==> src/rtl/msg_request_scheduler.sv <==
// msg_request_scheduler: queues session-layer create requests in arrival order and
// hands them to the message creator one at a time. The creator sees the fields of the
// issued request held stable until it reports completion or times out.
module msg_request_scheduler #(
  parameter int NUM_HOST     = 10,
  parameter int VALUE_WIDTH  = 256,
  parameter int DEPTH        = 8,
  parameter int DONE_TIMEOUT = 1024
) (
  input  logic                         clk,
  input  logic                         rst,
  input  logic                         req_valid_i,
  input  logic [3:0]                   req_type_i,
  input  logic [NUM_HOST-1:0]          req_host_i,
  input  logic [VALUE_WIDTH-1:0]       req_compid_i,
  input  logic                         creator_busy_i,
  input  logic                         creator_done_i,
  output logic [3:0]                   create_message_o,
  output logic                         initiate_msg_o,
  output logic [VALUE_WIDTH-1:0]       targetCompId_o,
  output logic [NUM_HOST-1:0]          host_o,
  output logic [$clog2(DEPTH):0]       pending_o,
  output logic                         overflow_o,
  output logic                         bad_req_o,
  output logic                         timeout_o,
  output logic [7:0]                   drop_cnt_o
);

  localparam int AW = $clog2(DEPTH);
  localparam int CW = AW + 1;
  localparam int TW = $clog2(DONE_TIMEOUT);
  localparam logic [CW-1:0] DEPTH_C  = CW'(DEPTH);
  localparam logic [TW-1:0] TMO_LAST = TW'(DONE_TIMEOUT - 1);

  typedef enum logic [1:0] {
    IDLE      = 2'd0,
    ISSUE     = 2'd1,
    WAIT_DONE = 2'd2
  } state_e;

  // Request storage, one slot per FIFO entry
  logic [3:0]             typeMem_q   [DEPTH];
  logic [NUM_HOST-1:0]    hostMem_q   [DEPTH];
  logic [VALUE_WIDTH-1:0] compidMem_q [DEPTH];

  logic [AW-1:0] wrPtr_q, rdPtr_q;
  logic [CW-1:0] count_q, count_d;

  state_e                 state_q, state_d;
  logic [3:0]             msgType_q, msgType_d;
  logic [VALUE_WIDTH-1:0] compid_q, compid_d;
  logic [NUM_HOST-1:0]    host_q, host_d;
  logic                   initiate_q, initiate_d;
  logic                   timeout_q, timeout_d;
  logic [TW-1:0]          tmoCnt_q, tmoCnt_d;

  logic       overflow_q, badReq_q;
  logic [7:0] dropCnt_q;

  logic legalType, fifoFull, fifoEmpty, pop, push, dropBad, dropOvf;

  assign legalType = (req_type_i >= 4'd1) && (req_type_i <= 4'd4);
  assign fifoFull  = (count_q == DEPTH_C);
  assign fifoEmpty = (count_q == '0);
  // The head leaves the queue only when the scheduler is idle and the creator can accept it
  assign pop       = (state_q == IDLE) && !fifoEmpty && !creator_busy_i;
  // A full queue still accepts a request when the head is leaving in the same cycle
  assign push      = req_valid_i && legalType && (!fifoFull || pop);
  assign dropBad   = req_valid_i && !legalType;
  assign dropOvf   = req_valid_i && legalType && !push;

  // Occupancy follows the push/pop combination of this cycle
  always_comb begin
    count_d = count_q;
    case ({push, pop})
      2'b10:   count_d = count_q + CW'(1);
      2'b01:   count_d = count_q - CW'(1);
      default: count_d = count_q;
    endcase
  end

  // Write accepted requests into the slot at the write pointer; contents need no reset
  always_ff @(posedge clk) begin
    if (push) begin
      typeMem_q[wrPtr_q]   <= req_type_i;
      hostMem_q[wrPtr_q]   <= req_host_i;
      compidMem_q[wrPtr_q] <= req_compid_i;
    end
  end

  // Pointers wrap naturally because DEPTH is a power of two
  always_ff @(posedge clk) begin
    if (rst) begin
      wrPtr_q <= '0;
      rdPtr_q <= '0;
      count_q <= '0;
    end else begin
      if (push) wrPtr_q <= wrPtr_q + AW'(1);
      if (pop)  rdPtr_q <= rdPtr_q + AW'(1);
      count_q <= count_d;
    end
  end

  // Drop flags pulse the cycle after the offending request; an illegal type wins over overflow
  always_ff @(posedge clk) begin
    if (rst) begin
      badReq_q   <= 1'b0;
      overflow_q <= 1'b0;
      dropCnt_q  <= '0;
    end else begin
      badReq_q   <= dropBad;
      overflow_q <= dropOvf;
      if ((dropBad || dropOvf) && (dropCnt_q != 8'hFF)) dropCnt_q <= dropCnt_q + 8'd1;
    end
  end

  // Issue sequencing: load the head, pulse the start, then hold until done or timeout
  always_comb begin
    state_d    = state_q;
    msgType_d  = msgType_q;
    compid_d   = compid_q;
    host_d     = host_q;
    initiate_d = 1'b0;
    timeout_d  = 1'b0;
    tmoCnt_d   = tmoCnt_q;
    case (state_q)
      IDLE: begin
        if (pop) begin
          msgType_d = typeMem_q[rdPtr_q];
          compid_d  = compidMem_q[rdPtr_q];
          host_d    = hostMem_q[rdPtr_q];
          state_d   = ISSUE;
        end
      end
      ISSUE: begin
        initiate_d = 1'b1;
        tmoCnt_d   = '0;
        state_d    = WAIT_DONE;
      end
      WAIT_DONE: begin
        if (creator_done_i) begin
          msgType_d = '0;
          compid_d  = '0;
          host_d    = '0;
          state_d   = IDLE;
        end else if (tmoCnt_q == TMO_LAST) begin
          timeout_d = 1'b1;
          msgType_d = '0;
          compid_d  = '0;
          host_d    = '0;
          state_d   = IDLE;
        end else begin
          tmoCnt_d = tmoCnt_q + TW'(1);
        end
      end
      default: state_d = IDLE;
    endcase
  end

  // Issue state and registered creator-facing outputs; reset abandons any in-flight message
  always_ff @(posedge clk) begin
    if (rst) begin
      state_q    <= IDLE;
      msgType_q  <= '0;
      compid_q   <= '0;
      host_q     <= '0;
      initiate_q <= 1'b0;
      timeout_q  <= 1'b0;
      tmoCnt_q   <= '0;
    end else begin
      state_q    <= state_d;
      msgType_q  <= msgType_d;
      compid_q   <= compid_d;
      host_q     <= host_d;
      initiate_q <= initiate_d;
      timeout_q  <= timeout_d;
      tmoCnt_q   <= tmoCnt_d;
    end
  end

  assign create_message_o = msgType_q;
  assign initiate_msg_o   = initiate_q;
  assign targetCompId_o   = compid_q;
  assign host_o           = host_q;
  assign pending_o        = count_q;
  assign overflow_o       = overflow_q;
  assign bad_req_o        = badReq_q;
  assign timeout_o        = timeout_q;
  assign drop_cnt_o       = dropCnt_q;

endmodule

==> config.mk <==
export PLATFORM = sky130hd
export DESIGN_NAME = msg_request_scheduler
export DESIGN_NICKNAME = d
export VERILOG_FILES = /design/src/rtl/msg_request_scheduler.sv
export SDC_FILE = /design/constraint.sdc
export NUM_CORES = 2
export LEC_CHECK = 0
export CAP_MARGIN = 20
export CELL_PAD_IN_SITES_DETAIL_PLACEMENT = 1
export CELL_PAD_IN_SITES_GLOBAL_PLACEMENT = 1
export CORE_UTILIZATION = 40
export CTS_CLUSTER_DIAMETER = 120
export CTS_CLUSTER_SIZE = 40
export DETAILED_ROUTE_END_ITERATION = 8
export HOLD_SLACK_MARGIN = 0.15
export PLACE_DENSITY = 0.62
export RECOVER_POWER = 100
export SLEW_MARGIN = 20
export SYNTH_ARGS = -nofsm -noshare
export SYNTH_HDL_FRONTEND = slang
export SYNTH_SLANG_ARGS = --single-unit
==> constraint.sdc <==
create_clock -name clk -period 72.5 [get_ports clk]
set_input_delay 18.125 -clock clk [delete_from_list [all_inputs] [get_ports clk]]
set_output_delay 18.125 -clock clk [all_outputs]
set_load 0.005 [all_outputs]
==> reports/metrics.cfg <==
[timing]
hold_violations=0
fin_ws_ns=41.82
max_freq_mhz=32.6
worst_hold_slack_ns=0.475
setup_violations=0
fin_crit_ns=30.68
rsz0062_at_grt=false
skew_ns=0.0329
slew_violations=2504
worstMarginPinSlew_ns=8.45
fin_crit_sh=0.423
tns_ns=0
relSlewSlack=-4.63

[worst_setup_path]
path_delay_family=buffers and inverters
cp_cell_sequence=dlygate4sd3_1 -> nor3_1 -> nor4_1 -> clkbuf_1 -> nand2_1 -> nor4_1 -> clkbuf_1 -> clkbuf_1 -> clkbuf_1
cp.required_ns=72.60
critPathMaxFanout=110
timing.critical_path.arrival_ns=30.78
critPathBufInv=5
startpoint_type=primary input
critical_path_class=in2reg
cpPeakStageDelay_ns=6.02
r2r_setup_slack_ns=59.86
endpoint_kind=flip-flop
slowest_stage=clkbuf_1
cp_common_cell=clkbuf_1

[final_layout]
layout_common_cells=edfxtp_1, dlygate4sd3_1, mux4_2
stdcell_count=7527
fill_cells=20474
final_nets=4706
drive_above_1_share=0.149
area_growth_pct=12.3
mostFrequentLayoutCell=edfxtp_1

[run_status]
failed_checks=capacitance limit, slew limit
status=finished, violations left

[logic_synthesis]
synth-adder-area-share=0.00105
ys_warn_count=0
yosys.area_share.simple=0.00621
synth-seq-cells=2467
yosysSeqAreaShare=0.786
synth.avg_cell_area_sq_um=23.0
synth_top_family_by_area=multiplexers
synth_xor_area_frac=0.00184
synth_compound_area_frac=0.0280
synthesis.instances=3923
syn_area_sq_um=90300
synth_cell_types=47
syn-num-nets=4205
synth.mux.area_fraction=0.165

[pwr]
leakage_nw=30.3
power_mw=2.83
peakVddDrop_uv=24.0
power_density_nw_per_um2=27.9

[routing]
drt_iter0_drc=3189
wl_per_cell_um=27.2
vias=40599
dr.pass1.iters=5
wirelength_um=205000
via_per_inst=5.39
route.detailed.drc=0
ant_nets=0

[global_route]
grt_pass1_wl_um=300000
top_usage_layer=met2
gr-usage-all-layers=0.178
use_met2=0.284
grt_overflow=0
antenna_found_initial=126
grt_pass1_vias=42572
use_met3=0.0372
grt_max_degree=149
grt_use_met1=0.254

[place]
hpwlAfterDp_um=122000
io_buffer_count=560
dp_slack_ns=49.19
routabilityCongestion=0.722
dp.cells=7341

[clock_tree]
htree_levels=3
cts-resized-gates=0
cts_tree=built
path_clk_slew_ns=0.14
hold_buffers=0
clock_latency_ns=0.76
post_cts_buffers=0
numCtsBuffers=73
root_buffer=clkbuf_16
cts.sinks=2467
cts_buffer_depth=3

[die]
fp.dieH_um=477
die-area_sq_um=228000
die_w_um=477
start_util=0.402
core_sq_um=225000
fp-row-count=174
num_io_pins=561

[job]
drv_cap=46

[hold_path]
hold_path.class=reg2reg

## registers in the layout (all words and copies together) (netlist names), 2 cells and up, named ones only
register,flops
compidMem_q,2048
targetCompId_o,256
hostMem_q,80
typeMem_q,32
host_o,10
tmoCnt_q,10
drop_cnt_o,8
create_message_o,4
pending_o,4
rdPtr_q,3
wrPtr_q,3
state_q,2
## Yosys cell counts, drive strengths merged
library cell  count  area share
nand3            15     0.00083
o21a              2     0.00018
mux2i           273       0.030
nand4             4     0.00028
xnor2            13      0.0013
nor4b             2     0.00036
or3               5     0.00035
nand2            15     0.00062
nor4              7     0.00048
o31ai             1    0.000083
fa                1     0.00022
ha                6     0.00083
nor2b             2     0.00014
clkbuf           57      0.0024
o2111ai           1    0.000097
nor3             14     0.00083
a2111oi           1     0.00030
o2bb2ai         270       0.026
dfxtp           307       0.068
a31oi             1    0.000069
o211a             1     0.00011
nor3b             2     0.00022
mux4            540        0.13
or4               2     0.00017
a21o              1    0.000083
a211oi            1    0.000083
xor2              6     0.00058
buf             156      0.0092
edfxtp         2160        0.72
o21ai             4     0.00022
a21oi             9     0.00054
nor2             30      0.0013
and4b             1     0.00011
o31a              1    0.000097
nand2b            7     0.00048
inv               5     0.00021
## cells by family after synthesis
kind of cell	after synthesis
XOR/XNOR	19
adder cells (fa/ha/maj)	7
buffers and inverters	218
AND/OR/NAND/NOR	106
multiplexers	813
flip-flops	2467
AO/OA/AOI/OAI	293
## per-stage QoR
stage          utilization  instance area [sq um]
2_1_floorplan            -                  90300
3_3_place_gp         0.442                  99400
3_5_place_dp         0.442                  99400
4_1_cts              0.452                 102000
5_1_grt              0.451                 101000
6_report             0.451                 101000
## where the power goes
part	internal, mW	leakage (nW)	switching [mW]
registers	1.60	22.0	0.0462
logic	0.291	7.26	0.278
clock network	0.208	1.06	0.405
## metal layers
metal / vias up / share of wire
li1: 17465 / -
met1: 21874 / 0.44
met5: - / 0.0027
met2: 895 / 0.47
met3: 275 / 0.061
met4: 90 / 0.019
## cell type report
cell class                      count  area [sq um]  area share
Sequential cell                  2467         71000       0.700
Multi-Input combinational cell   1238         18200       0.180
Timing Repair Buffer              639          6040      0.0595
Tap cell                         2992          3740      0.0369
Clock buffer                      125          2110      0.0208
Clock inverter                      9           131     0.00130
Antenna cell                       52           130     0.00128
Inverter                            5          18.8    0.000185
## final timing paths
kind                             end  depth (start not counted)           from
setup / recovery  compidMem_q[0][45]                          9  req_type_i[2]
hold / removal             host_o[6]                          1      host_o[6]
setup reg to reg  compidMem_q[0][45]                          7     state_q[0]
hold reg to reg            host_o[6]                          1      host_o[6]
Power figures use the tool's default switching activity.
